**config.mk**
```make
export PLATFORM = sky130hd
export DESIGN_NAME = mux_n_to_1_rr
export DESIGN_NICKNAME = d
export VERILOG_FILES = /design/src/rtl/mux_n_to_1_rr.sv
export SDC_FILE = /design/constraint.sdc
export NUM_CORES = 1
export LEC_CHECK = 0
export BUFFER_PORTS_ARGS = -buffer_cell sky130_fd_sc_hd__buf_2
export CORE_AREA = 8 8 45 47
export CTS_CLUSTER_DIAMETER = 150
export DETAILED_ROUTE_END_ITERATION = 10
export DIE_AREA = 0 0 53 55
export PLACE_DENSITY = 0.74
export SYNTH_ARGS = -nofsm -noshare
export SYNTH_HDL_FRONTEND = slang
export SYNTH_SLANG_ARGS = --single-unit
```
**constraint.sdc**
```tcl
create_clock -name clock -period 2.7 [get_ports clock]
set_clock_uncertainty 0.2 [all_clocks]
set_input_delay 0.54 -clock clock [delete_from_list [all_inputs] [get_ports clock]]
set_output_delay 0.54 -clock clock [all_outputs]
set_load 0.1 [all_outputs]
```
**src/rtl/mux_n_to_1_rr.sv**
```systemverilog
`default_nettype none
// ============================================================================
// Module      : mux_n_to_1_rr
// Description : N-to-1 registered channel multiplexer with a one-word output
//               buffer. Each capture picks one channel, either the channel
//               named by sel (direct mode) or by rotating-priority
//               round-robin arbitration (arbitration mode).
// Revision    : 1.0 - initial release
// ============================================================================
module mux_n_to_1_rr #(
    parameter int N     = 4,
    parameter int WIDTH = 1,
    parameter int SEL_W = 2
) (
    input  logic                 clock,
    input  logic                 reset_n,
    input  logic [N*WIDTH-1:0]   in,
    input  logic [N-1:0]         in_valid,
    output logic [N-1:0]         in_ready,
    input  logic                 mode,
    input  logic [SEL_W-1:0]     sel,
    output logic [WIDTH-1:0]     out,
    output logic [SEL_W-1:0]     out_sel,
    output logic                 out_valid,
    input  logic                 out_ready
);

    // The channel count is widened by one bit so that range checks and the
    // wrap-around of the scan index never overflow the select width.
    localparam logic [SEL_W:0]   N_EXT    = (SEL_W+1)'(N);
    localparam logic [SEL_W-1:0] IDX_LAST = SEL_W'(N-1);
    localparam logic [SEL_W-1:0] IDX_ONE  = SEL_W'(1);

    typedef enum logic [0:0] {
        EMPTY = 1'b0,
        FULL  = 1'b1
    } state_t;

    state_t             state_q, state_d;
    logic [WIDTH-1:0]   out_q, out_d;
    logic [SEL_W-1:0]   out_sel_q, out_sel_d;
    logic [SEL_W-1:0]   ptr_q, ptr_d;

    logic [WIDTH-1:0]   ch_data [N];
    logic               load_en;
    logic               cand_found;
    logic [SEL_W-1:0]   cand_idx;
    logic [SEL_W:0]     scan_idx;
    logic               capture;

    // Split the packed input bus into one word per channel.
    genvar gi;
    generate
        for (gi = 0; gi < N; gi++) begin : g_unpack
            assign ch_data[gi] = in[gi*WIDTH +: WIDTH];
        end
    endgenerate

    // Candidate selection: direct index or first valid channel from ptr.
    always_comb begin
        cand_found = 1'b0;
        cand_idx   = '0;
        scan_idx   = '0;
        if (!mode) begin
            if ({1'b0, sel} < N_EXT) begin
                cand_idx   = sel;
                cand_found = in_valid[sel];
            end
        end else begin
            // Scan from the farthest position back toward ptr so that the
            // last hit written is the one nearest to ptr in rotation order.
            for (int k = N-1; k >= 0; k--) begin
                scan_idx = {1'b0, ptr_q} + (SEL_W+1)'(k);
                if (scan_idx >= N_EXT) begin
                    scan_idx = scan_idx - N_EXT;
                end
                if (in_valid[scan_idx[SEL_W-1:0]]) begin
                    cand_found = 1'b1;
                    cand_idx   = scan_idx[SEL_W-1:0];
                end
            end
        end
    end

    // Capture decision and per-channel accept strobe; no accepts in reset.
    always_comb begin
        load_en  = (state_q == EMPTY) || out_ready;
        capture  = load_en && cand_found && reset_n;
        in_ready = capture ? (N'(1) << cand_idx) : '0;
    end

    // Next-state: capture refills the buffer, a consumed word empties it.
    always_comb begin
        state_d   = state_q;
        out_d     = out_q;
        out_sel_d = out_sel_q;
        ptr_d     = ptr_q;
        if (capture) begin
            state_d   = FULL;
            out_d     = ch_data[cand_idx];
            out_sel_d = cand_idx;
            if (mode) begin
                ptr_d = (cand_idx == IDX_LAST) ? '0 : cand_idx + IDX_ONE;
            end
        end else if ((state_q == FULL) && out_ready) begin
            state_d = EMPTY;
        end
    end

    // State and output buffer registers with asynchronous clear.
    always_ff @(posedge clock or negedge reset_n) begin
        if (!reset_n) begin
            state_q   <= EMPTY;
            out_q     <= '0;
            out_sel_q <= '0;
            ptr_q     <= '0;
        end else begin
            state_q   <= state_d;
            out_q     <= out_d;
            out_sel_q <= out_sel_d;
            ptr_q     <= ptr_d;
        end
    end

    assign out       = out_q;
    assign out_sel   = out_sel_q;
    assign out_valid = (state_q == FULL);

endmodule
`default_nettype wire

```
---- Yosys cells after proc, flatten, opt, wreduce, memory -nomap -nowiden ----
Index checks and enable logic that the tools add are counted.
word-level totals
  output and inout port bits .............. 8
  bits of input ports ..................... 14
  register bits after elaboration ......... 6
operators by class
  bitwise operators ....................... 2
  add/subtract/negate cells ............... 8
  shift-type cells ........................ 1
  reduce and logical (&&, ||, !) cells .... 6
  order comparisons ....................... 10
  mux-type cells .......................... 35
  equality and inequality tests ........... 1
operators by type and width
  kind                 count
  $mux 2               14
  $lt 2x3->1 const B   5
  $mux 1               14
  $bmux 1 s2           6
  $ge 3x3->1 const B   4
  $sub 2x1->2 const B  4
  $add 2x2->3 const B  2
  $mux 4               1
  $shl 1x2->4 const A  1
  $add 2x1->3 const B  1
  $ge 2x3->1 const B   1
  $logic_and 1x1->1    3
  $not 2->3            1
  $add 2x1->2 const B  1
  $eq 2x2->1 const B   1
  $reduce_and 2->1     1
  $reduce_bool 2->1    1
  $logic_or 1x1->1     1
  $not 1->1            1

---- Logic depth before layout (Yosys ltp) ----
Gate-level depths: netlist of run 1.
  depth after elaboration ................. 15
  gate-level depth with buffers ........... 7
  gate-level depth less buffers ........... 7

---- Worst setup path before layout of run 1 ----
No wires, ideal clock.
  kind .................................... in2out
  from .................................... input port in_valid[3]
  to ...................................... output port in_ready[2]
  data required time ...................... 1.960 ns
  stages on the path ...................... 7
  setup slack ............................. -0.241 ns
  arrival ................................. 2.201 ns
  path through ............................ nor4b_1 > a211oi_1 > o211ai_1 > and2_1 > inv_1 > ha_1 > and2_1
RTL lines
  item                          RTL line  text
  start, declared               18        input logic [N-1:0] in_valid,
  $bmux 1 s2                    77        if (in_valid[scan_idx[SEL_W-1:0]]) begin
  $mux 1 (implied by the code)  77
  $mux 2 (3 in series)          77
  $mux 2 *                      77
  $mux 2 *                      64        if (!mode) begin
  named net cand_idx[0]         47        logic [SEL_W-1:0] cand_idx;
  $shl 1x2->4 *                 89        in_ready = capture ? (N'(1) << cand_idx) : '0;
  $mux 4 *                      89
  end, declared                 19        output logic [N-1:0] in_ready,
Mark *: on every way through the listed nets, which the timed path passes. The rest lies on a longest branch. The select of a mux whose other input is x is not followed.

---- Worst setup path after layout of run 1 ----
  from .................................... register ptr_q[0]
  to ...................................... output port in_ready[3]
RTL lines
  item                                              RTL line  text
  start, declared                                   42        logic [SEL_W-1:0] ptr_q, ptr_d;
  start signal, assigned                            121       ptr_q <= ptr_d;
  $add 2x2->3                                       73        scan_idx = {1'b0, ptr_q} + (SEL_W+1)'(k);
  $ge 3x3->1 / $sub 2x1->2 (equally long branches)  74, 75
  $mux 2                                            74        if (scan_idx >= N_EXT) begin
  $mux 2                                            64
  $bmux 1 s2                                        77
  $mux 1 (implied by the code)                      77
  $mux 2 (3 in series)                              77
  $mux 2 *                                          77
  $mux 2 *                                          64
  named net cand_idx[1]                             47
  $shl 1x2->4 *                                     89
  $mux 4 *                                          89
Marked as above.

==> results_dict.tcl, run 1 <==
set metrics [dict create \
    synth-seq-cells 6 \
    layout.cells.non_filler 120 \
    syn_area_um2 582 \
    grt_max_degree 9 \
    use_met2_pct 23.2 \
    drtPass1Iterations 4 \
    ir_drop_v 0.000626 \
    max-cap-violations 0 \
    hold_ws_ns 0.294 \
    n_antenna_cell 0 \
    relSlewSlack_pct 67.5 \
    grt_pass1_vias 645 \
    synth_edf_count 0 \
    ff_latch_area_um2 153 \
    timing.rr.start "ptr_q[0]" \
    fin_ws_ns -0.0427 \
    syn-num-nets 79 \
    cp.depth 7 \
    grt_pass1_wl_mm 2.70 \
    hold_viol_final 0 \
    grt_util_met1_pct 12.2 \
    clk_pin_slew_ns 0.04 \
    cp-start-kind "flop" \
    report.final.slew_viol_count 0 \
    busiest_layer "met2" \
    dieArea_um2 2920 \
    synth-seq-area-share_pct 25.8 \
    htreeDepth 1 \
    worst_pin_slew_ns 0.491 \
    core_area_um2 1380 \
    io-pin-count 22 \
    ys_types 29 \
    synthesis.instances 61 \
    track_usage_pct 12.1 \
    clk_path_buf_depth 2 \
    vias 611 \
    cts.sinks 6 \
    drive_above_1_share_pct 64.4 \
    wl_mm 1.71 \
    period_needed_ns 2.74 \
    antenna_found_initial 0 \
    rows 14 \
    async_flop_share_pct 100 \
    p_total_mw 0.768 \
    cp_data_required_time_ns 1.96 \
    yosysMostFrequentCell "inv_1" \
    post-route-util_pct 73.3 \
    worstSetupStartpoint "ptr_q[0]" \
    start_util_pct 42.0 \
    cp_slowest_cell "dfrtp_2" \
    ff2ff_setup_slack_ns 0.55 \
    overflow 0 \
    portBuffers 21 \
    synth_flop_cell "dfrtp_1" \
    reg2reg_to "out" \
    clk_latency_ns 0.23 \
    drt-initial-drc-count 11 \
    pre_cts_ws_ns -0.142 \
    cp.arrival_ns 2.00 \
    power.density_nw_per_um2 757 \
    rsz0062_at_grt "true" \
    ys_top_cells_by_count "inv_1 (8), nor2_1 (7), dfrtp_1 (6)" \
    multiInputGateArea_um2 473 \
    post-dp-hpwl_mm 1.27 \
    die_y_um 55 \
    via_per_inst 5.09 \
    final_nets 124 \
    max_stage_delay_ns 0.45 \
    gp_congestion 0.821 \
    finalSetupViolations 4 \
    met3_usage_pct 1.87 \
    root_buffer "clkbuf_4" \
    critPathTopFamily "compound AO/OA/AOI/OAI gates" \
    status "finished with violations" \
    synthTopCellsByArea "dfrtp_1 (26%), ha_1 (8.6%), mux2_2 (5.8%)" \
    die_w_um 53 \
    synth_top_area_cell "dfrtp_1" \
    cts_tree "yes" \
    post-route-drc-count 0 \
    worst-path-max-fanout 6 \
    reg2regPathDepth 7 \
    crit_type "reg2out" \
    crit_chain "and3b_1 -> o211a_1 -> a311oi_4 -> buf_6 -> ha_4 -> and2_4 -> buf_12" \
    period_share_pct 102 \
    fmax_ghz 0.365 \
    ant_nets 0 \
    leakagePower_nw 0.484 \
    syn_area_per_cell_um2 9.54 \
    area_growth_pct 74.4 \
    nFillCells 89 \
    dp_cells 110 \
    failed_checks "negative setup slack" \
    wl_per_cell_um 14.2 \
    yosys.area.top_type_share_pct 25.8 \
    hold_path.class "reg2reg" \
    ys_warn_count 0 \
    fin_tns_setup_ns -0.106 \
    postLayoutCellArea_um2 1010 \
    end_kind "output port" \
    crit_buf_inv 2 \
    cts_buffers 3 \
    crit_end "in_ready[3]" \
    dpl_cell_area_um2 847 \
]
[power by group]
| part | total (mW) | internal (mW) | switching, mW |
|---|---|---|---|
| Clock | 0.0765 | 0.0499 | 0.0266 |
| Sequential | 0.160 | 0.125 | 0.0353 |
| Combinational | 0.531 | 0.208 | 0.324 |
| Total | 0.768 | 0.382 | 0.386 |
[metal layers]
layer  up-vias  share of wire, %
li1        307                 -
met1       292                40
met2        12                57
met3         0               3.0
met4         0                 0
met5         -                 0
[state kept, by name, summed over array words and instances (netlist names)]
| register | cells |
|---|---|
| out_sel | 2 |
| ptr_q | 2 |
| out | 1 |
| out_valid | 1 |
[repair_timing]
action                     CTS  global route
hold endpoints to repair     6             0
pin swaps                    4             4
hold buffers                 1             0
buffers inserted             4             2
setup endpoints to repair    4             4
resized for setup           20             7
[cells in the final DEF, fill, tap and decap left out]
cell type | netlist | routed
nor2_2 | 0 | 1
dlygate4sd3_1 | 0 | 1
a311oi_4 | 1 | 1
ha_2 | 0 | 2
buf_4 | 0 | 18
nand3_1 | 1 | 1
ha_4 | 0 | 2
a2111oi_2 | 1 | 1
buf_6 | 0 | 1
o211ai_1 | 1 | 1
o21ai_0 | 3 | 3
inv_1 | 8 | 6
nor2_1 | 7 | 6
a21oi_1 | 1 | 1
and3b_1 | 1 | 1
o211a_1 | 1 | 1
mux4_1 | 1 | 1
nand2_1 | 1 | 1
a21bo_2 | 1 | 1
dfrtp_1 | 6 | 4
o21a_1 | 1 | 1
nor4b_2 | 0 | 1
clkbuf_4 | 0 | 3
a211oi_2 | 1 | 2
dfrtp_2 | 0 | 2
buf_2 | 0 | 16
o21bai_1 | 1 | 1
and2_4 | 0 | 5
nor4bb_4 | 0 | 1
a21boi_1 | 0 | 1
nand2b_1 | 3 | 3
mux2_2 | 3 | 3
o221ai_2 | 1 | 1
buf_12 | 0 | 4
inv_2 | 0 | 2
mux2i_1 | 2 | 2
nor3_1 | 1 | 1
nand3b_1 | 1 | 1
[kinds of logic (layout without fill, tap and decap cells)]
family                     count (synthesis)  count (layout)  share of synthesized area, %
AOI/OAI and AO/OA                         15              15                          25.2
adders and majority gates                  4               4                          8.60
buffers and inverters                      8              51                          5.16
DFF                                        6               6                          25.8
muxes                                      6               6                          13.8
and+or+nand+nor                           22              22                          21.5
[final cells by class]
class                      count  share of cell area, %
inverter                       8                   2.96
sequential                     6                   15.0
timing repair buffer          40                   31.2
multi-input combinational     47                   46.6
tap                           16                   1.97
clock buffer                   3                   2.22
[how the worst min path moves through the flow]
stage | cells after the start | to | start | slack [ns]
final | 1 | out_sel[1] | out_sel[1] | 0.29
after global routing | 2 | out_valid | out_ready | 0.29
after CTS | 2 | out_valid | out_ready | 0.29
after detailed placement | 2 | out | reset_n | 0.25
after global placement | 2 | out_valid | reset_n | 0.25
after floorplan | 0 | out | reset_n | 0.04
Power figures use the tool's default switching activity.
==> inputs of run 2 (changes only) <==
CORE_AREA = 2 2 39 41   (was 8 8 45 47)
DIE_AREA = 0 0 41 43   (was 0 0 53 55)
==> run 2 against run 1 <==
Against the previous run: the flow still finishes with violations (negative setup slack); critical path depth is 2 higher; largest power group unchanged; combinational power is 3% lower; critical path type is now in2out; sequential power hardly changed; final cell count is 4.2% lower; hold slack worse by 0.011 ns; routed wire length is 11% lower; largest cell class unchanged; cell area is 3.5% lower; global-route usage is 7.7 points higher; count of clock-buffer cells in the layout stayed put; non-clock buffer count is 5 lower; first-iteration DRC count is 9.1% lower; worst setup slack worse by 0.0068 ns.
==> results_dict.tcl, run 2 (synthesized netlist as in run 1, its figures left out) <==
set metrics [dict create \
    reg2regPathDepth 7 \
    die_y_um 43 \
    p_int_mw 0.369 \
    dieArea_um2 1760 \
    via_per_inst 5.15 \
    fin_ws_ns -0.0496 \
    cts.sinks 6 \
    max_stage_delay_ns 0.36 \
    io-pin-count 22 \
    vias 592 \
    status "finished with violations" \
    dpl_cell_area_um2 832 \
    overflow 0 \
    p_sw_share_pct 51.0 \
    worstSetupStartpoint "in_valid[0]" \
    post-route-drc-count 0 \
    drt-initial-drc-count 10 \
    layout_common_cells "buf_2 (17), buf_4 (11), nor2_1 (7)" \
    crit_end "in_ready[0]" \
    p_sw_mw 0.384 \
    relSlewSlack_pct 68.0 \
    leakagePower_nw 0.460 \
    start_util_pct 42.0 \
    cp-start-kind "input port" \
    cp_common_cell "and2_4" \
    hold_path.class "reg2reg" \
    crit_chain "buf_2 -> nor4b_2 -> a211oi_2 -> o211ai_1 -> and2_4 -> inv_2 -> ha_2 -> and2_4 -> buf_12" \
    gp_congestion 0.811 \
    n_antenna_cell 0 \
    grt_max_degree 9 \
    htreeDepth 1 \
    post-route-util_pct 70.8 \
    grt_pass1_wl_mm 2.34 \
    hold_ws_ns 0.283 \
    cp_slowest_cell "nor4b_2" \
    period_needed_ns 2.75 \
    post-dp-hpwl_mm 1.06 \
    worst-path-max-fanout 5 \
    die_w_um 41 \
    cts_tree "yes" \
    cp_data_required_time_ns 1.96 \
    ir_drop_v 0.000613 \
    max-cap-violations 0 \
    crit_type "in2out" \
    antenna_found_initial 0 \
    clk_pin_slew_ns 0.04 \
    area_growth_pct 68.4 \
    root_buffer "clkbuf_4" \
    final_nets 119 \
    end_kind "output port" \
    ant_nets 0 \
    grt_pass1_vias 557 \
    layout_commonest_cell "buf_2" \
    drtPass1Iterations 4 \
    pre_cts_ws_ns -0.161 \
    report.final.slew_viol_count 0 \
    seqPwrFrac_pct 21.6 \
    cp.arrival_ns 2.01 \
    cts_buffers 3 \
    worst_pin_slew_ns 0.475 \
    clk_latency_ns 0.24 \
    layout.cells.non_filler 115 \
    fmax_ghz 0.364 \
    timing.rr.start "ptr_q[0]" \
    reg2reg_to "out" \
    portBuffers 21 \
    p_comb_share_pct 68.1 \
    power.density_nw_per_um2 769 \
    rows 14 \
    ff2ff_setup_slack_ns 0.54 \
    period_share_pct 102 \
    finalSetupViolations 4 \
    p_total_mw 0.753 \
    rsz0062_at_grt "true" \
    wl_per_cell_um 13.2 \
    postLayoutCellArea_um2 980 \
    track_usage_pct 19.8 \
    clkPwrFrac_pct 10.3 \
    drive_above_1_share_pct 62.6 \
    core_area_um2 1380 \
    clk_path_buf_depth 2 \
    dp_cells 108 \
    hold_viol_final 0 \
    wl_mm 1.52 \
    fin_tns_setup_ns -0.125 \
    failed_checks "negative setup slack" \
]
-- run 2: how the worst min path moves through the flow --
stage               from    endpoint  slack (ns)  cells after the start
6_report             out         out        0.28                      2
4_1_cts              out         out        0.29                      2
3_3_place_gp     reset_n   out_valid        0.25                      2
3_5_place_dp     reset_n  out_sel[1]        0.25                      2
2_1_floorplan    reset_n         out        0.04                      0
5_1_grt        out_ready   out_valid        0.29                      2
-- run 2: layout make-up --
cell class | instances | area [um^2]
fill | 86 | 404
sequential | 6 | 153
multi-input combinational | 47 | 474
inverter | 8 | 30.0
timing repair buffer | 35 | 280
clock buffer | 3 | 22.5
tap | 16 | 20.0
-- run 2: worst max-delay path: cells and delay by family --
family,cells,cell delay (ns)
adder cells (fa/ha/maj),1,0.17
AND/OR/NAND/NOR,3,0.72
AO/OA/AOI/OAI,2,0.23
buffers and inverters,3,0.35
-- run 2: timing repair --
| item | CTS | global route |
|---|---|---|
| pin swaps | 3 | 4 |
| gates resized for setup | 22 | 6 |
| endpoints found under the hold margin | 6 | 0 |
| endpoints found under the setup margin | 4 | 4 |
| gates cloned | 0 | 0 |
| buffers inserted | 2 | 1 |
| hold buffers | 1 | 0 |
-- run 2: power groups by stage --
| stage | combinational [mW] | sequential, mW | clock, mW |
|---|---|---|---|
| after global routing | 0.539 | 0.168 | 0.0916 |
| after detailed placement | 0.422 | 0.152 | 0 |
| after global placement | 0.415 | 0.152 | 0 |
| after floorplan | 0.186 | 0.281 | 0 |
| final | 0.513 | 0.163 | 0.0774 |
| after CTS | 0.484 | 0.154 | 0.0815 |
-- run 2: per-layer routing --
| layer | global-route usage, % | wire, um | vias to the layer above |
|---|---|---|---|
| li1 | - | - | 296 |
| met1 | 24.5 | 675 | 278 |
| met2 | 30.0 | 780 | 14 |
| met3 | 2.62 | 32 | 4 |
| met4 | 13.3 | 33 | 0 |
| met5 | 0 | 0 | - |
==> inputs of run 3 (changes only) <==
ABC_AREA = 1   (was unset)
CORE_AREA = unset   (was 2 2 39 41)
CORE_UTILIZATION = 48   (was unset)
DIE_AREA = unset   (was 0 0 41 43)
PLACE_DENSITY = 0.79   (was 0.74)
==> run 3 against run 2 <==
Against the previous run: the flow now stops in global routing; area after synthesis is 13% higher; synthesized cell count is 70% higher.
==> results_dict.tcl, run 3 <==
set metrics [dict create \
    cts.sinks 6 \
    synthesis.instances 104 \
    yosysMostFrequentCell "nand2_1" \
    antenna_found_initial 0 \
    synth_edf_count 0 \
    worstEpCategory "output port" \
    synthTopCellsByArea "dfrtp_1 (23%), nand2_1 (15%), inv_1 (11%)" \
    syn_area_um2 659 \
    yosys.area.top_type_share_pct 22.8 \
    rows 12 \
    htreeDepth 1 \
    syn_area_per_cell_um2 6.34 \
    ys_warn_count 0 \
    status "aborted with a tool error" \
    dpl_cell_area_um2 891 \
    dp_cells 140 \
    synth-seq-area-share_pct 22.8 \
    synth-seq-cells 6 \
    syn-num-nets 122 \
    root_buffer "clkbuf_4" \
    gp_congestion 0.892 \
    error_line "[ERROR DPL-0033] detailed placement checks failed during check placement." \
    ys_types 21 \
    synth_flop_cell "dfrtp_1" \
    portBuffers 21 \
    clk_path_buf_depth 2 \
    failing_step "global routing" \
    start_util_pct 55.6 \
    cts_buffers 3 \
    io-pin-count 22 \
    post-dp-hpwl_mm 1.33 \
    synth_top_area_cell "dfrtp_1" \
    die_w_um 39.1 \
    ys_top_cells_by_count "nand2_1 (27), inv_1 (19), nor2_1 (12)" \
    async_flop_share_pct 100 \
    grt_repair_worst_endpoint "in_ready[3]" \
    die_y_um 39.1 \
    grt_max_degree 13 \
]
## run 3: cell count changes after synthesis, sizes merged, moves of 2 or more
cell    change
nand2b      -3
nor2        +5
mux2i       -2
buf         +2
inv        +14
a211oi      -2
nand3      +12
mux2        -3
and2        -5
nand2      +29
o21ai       +6
## run 3: kinds of logic after synthesis
| family | share of synthesized area, % |
|---|---|
| AO/OA/AOI/OAI | 14.0 |
| XOR/XNOR | 2.47 |
| adder cells (fa/ha/maj) | 7.59 |
| buffers and inverters | 15.0 |
| flip-flops | 22.8 |
| AND/OR/NAND/NOR | 38.1 |
## run 3: through the flow
step | TNS, ns | setup slack, ns | utilization, %
4_1_cts | -0.304 | -0.0815 | 90.0
3_5_place_dp | 0 | 0.0140 | 75.1
3_3_place_gp | 0 | 0.0573 | 75.1
2_1_floorplan | 0 | 0.0521 | -
## run 3: what timing repair did
item	in CTS
setup buffers	4
pin swaps	17
endpoints found under the hold margin	6
hold buffers	1
gates resized for setup	29
cloned	0
endpoints found under the setup margin	4
==> inputs of run 4 (changes only) <==
CORE_AREA = 2 2 63 65   (was unset)
CORE_UTILIZATION = unset   (was 48)
CTS_CLUSTER_DIAMETER = unset   (was 150)
DIE_AREA = 0 0 65 67   (was unset)
PLACE_DENSITY = unset   (was 0.79)
PLACE_DENSITY_LB_ADDON = 0.15   (was unset)
==> run 4 against run 3 <==
Against the previous run: synthesized cell count did not move; area after synthesis did not move; the flow now finishes, with violations (negative setup slack).
==> results_dict.tcl, run 4 <==
set metrics [dict create \
    portBuffers 21 \
    final_nets 163 \
    holdPathStages 2 \
    io-pin-count 22 \
    finalSetupViolations 4 \
    synth_edf_count 0 \
    p_comb_share_pct 78.3 \
    max-cap-violations 0 \
    layout_commonest_cell "nand2_1" \
    die_y_um 67 \
    drt-initial-drc-count 25 \
    status "finished with violations" \
    dp_cells 176 \
    die_w_um 65 \
    synth.mux.area_fraction_pct 0 \
    period_needed_ns 2.76 \
    yosysMostFrequentCell "nand2_1" \
    leakagePower_nw 0.593 \
    report.final.slew_viol_count 0 \
    synth-seq-cells 6 \
    fin_ws_ns -0.0568 \
    synth_flop_cell "dfrtp_1" \
    n_antenna_cell 0 \
    ant_nets 0 \
    clk_path_buf_depth 2 \
    relSlewSlack_pct 67.6 \
    synth_top_family_by_area "simple AND/OR/NAND/NOR gates" \
    area_growth_pct 79.9 \
    ir_drop_v 0.000600 \
    wl_per_cell_um 10.6 \
    p_sw_share_pct 54.2 \
    ys_warn_count 0 \
    syn_area_um2 659 \
    antenna_found_initial 0 \
    power.density_nw_per_um2 1170 \
    synthesis.instances 104 \
    grt_pass1_vias 831 \
    ys_top_cells_by_count "nand2_1 (27), inv_1 (19), nor2_1 (12)" \
    clk_latency_ns 0.22 \
    cts_tree "yes" \
    worst-path-max-fanout 6 \
    end_kind "output port" \
    rsz0062_at_grt "true" \
    ys_types 21 \
    drive_above_1_share_pct 53.8 \
    cp-start-kind "flop" \
    hold_viol_final 0 \
    cp_data_required_time_ns 1.96 \
    grt_max_degree 13 \
    core_area_um2 3610 \
    synthAdderAreaFrac_pct 7.59 \
    synthTopCellsByArea "dfrtp_1 (23%), nand2_1 (15%), inv_1 (11%)" \
    cts.sinks 6 \
    root_buffer "clkbuf_8" \
    cp_slowest_cell "dfrtp_1" \
    overflow 0 \
    synth_xor_area_share_pct 2.47 \
    via_per_inst 4.08 \
    reg2regPathDepth 13 \
    layout_common_cells "nand2_1 (21), buf_2 (17), inv_1 (15)" \
    synth-compound-area-share_pct 14.0 \
    seqPwrFrac_pct 12.3 \
    clkPwrFrac_pct 9.5 \
    failed_checks "negative setup slack" \
    layout.cells.non_filler 191 \
    fmax_ghz 0.363 \
    period_share_pct 102 \
    cts_buffers 3 \
    p_int_mw 0.635 \
    gp_congestion 0.836 \
    yosys.area.top_type_share_pct 22.8 \
    pre_cts_ws_ns 0.0341 \
    max_stage_delay_ns 0.40 \
    start_util_pct 18.3 \
    crit_chain "buf_6 -> xnor2_4 -> nand2_2 -> nand3_2 -> nand2_1 -> nand2_1 -> nand3_2 -> nand2_4 -> ha_2 -> inv_1 -> nor2_4 -> buf_12" \
    wl_mm 2.02 \
    clk_pin_slew_ns 0.04 \
    syn_area_per_cell_um2 6.34 \
    post-route-drc-count 0 \
    grt_pass1_wl_mm 3.52 \
    crit_type "reg2out" \
    drtPass1Iterations 4 \
    worst_pin_slew_ns 0.489 \
    track_usage_pct 10.4 \
    synth-seq-area-share_pct 22.8 \
    cp.arrival_ns 2.02 \
    post-dp-hpwl_mm 1.40 \
    vias 779 \
    synth_top_area_cell "dfrtp_1" \
    p_sw_mw 0.753 \
    hold_ws_ns 0.271 \
    dieArea_um2 4360 \
    rows 22 \
    hold_path.class "reg2reg" \
    synthSimpleGateAreaFrac_pct 38.1 \
    syn-num-nets 122 \
    async_flop_share_pct 100 \
    htreeDepth 1 \
]
[run 4: kinds of logic after synthesis]
logic type / Yosys count
flip-flops: 6
buffers and inverters: 24
adder cells (fa/ha/maj): 4
AO/OA/AOI/OAI: 13
XOR/XNOR: 1
AND/OR/NAND/NOR: 56
[run 4: cell type report]
class | count | area [um^2]
Tap cell | 48 | 60.1
Fill cell | 390 | 2420
Multi-Input combinational cell | 74 | 546
Timing Repair Buffer | 38 | 303
Clock buffer | 3 | 41.3
Inverter | 22 | 85.1
Sequential cell | 6 | 151
[run 4: worst max-delay path: cells and delay by family (launching register included)]
| family | cells | cell delay [ns] |
|---|---|---|
| fa+ha+maj | 1 | 0.18 |
| simple gates | 7 | 0.64 |
| flops | 1 | 0.40 |
| buf+inv | 3 | 0.40 |
| xor+xnor | 1 | 0.16 |
[run 4: layer usage]
metal,track usage (%),wire length [um]
met1,13.5,921
met2,16.6,982
met3,3.21,105
met4,2.39,14
met5,0,0
[run 4: worst paths after layout]
check	from	end	slack, ns
hold / removal	out	out	0.27
setup reg to reg	ptr_q[0]	out_sel[0]	0.68
min in group asynchronous	reset_n	out_valid	0.53
setup / recovery	ptr_q[0]	in_ready[2]	-0.06
hold reg to reg	out	out	0.27
max in group asynchronous	reset_n	ptr_q[1]	1.54
[run 4: power groups by stage]
| stage | Clock, mW | Sequential [mW] | Combinational (mW) |
|---|---|---|---|
| floorplan | 0 | 0.335 | 0.465 |
| global placement | 0 | 0.158 | 0.830 |
| detailed placement | 0 | 0.159 | 0.827 |
| CTS | 0.137 | 0.168 | 1.01 |
| global route | 0.141 | 0.178 | 1.17 |
| finish | 0.131 | 0.171 | 1.09 |
[run 4: metrics by stage]
step	setup TNS, ns	total power [mW]	util [%]	cell area [um^2]
final	-0.130	1.39	32.9	1190
after CTS	0	1.31	31.3	1130
after floorplan	0	0.801	-	689
after global placement	0	0.988	26.0	936
after global routing	-0.526	1.49	32.9	1190
after detailed placement	0	0.986	26.0	936
[run 4: what timing repair did]
item                                    CTS  global route
endpoints found under the hold margin     6             0
pin swaps                                12             7
resized for setup                        19            11
hold buffers                              1             0
buffers inserted                          8             2
cloned                                    1             0
endpoints found under the setup margin    4             4
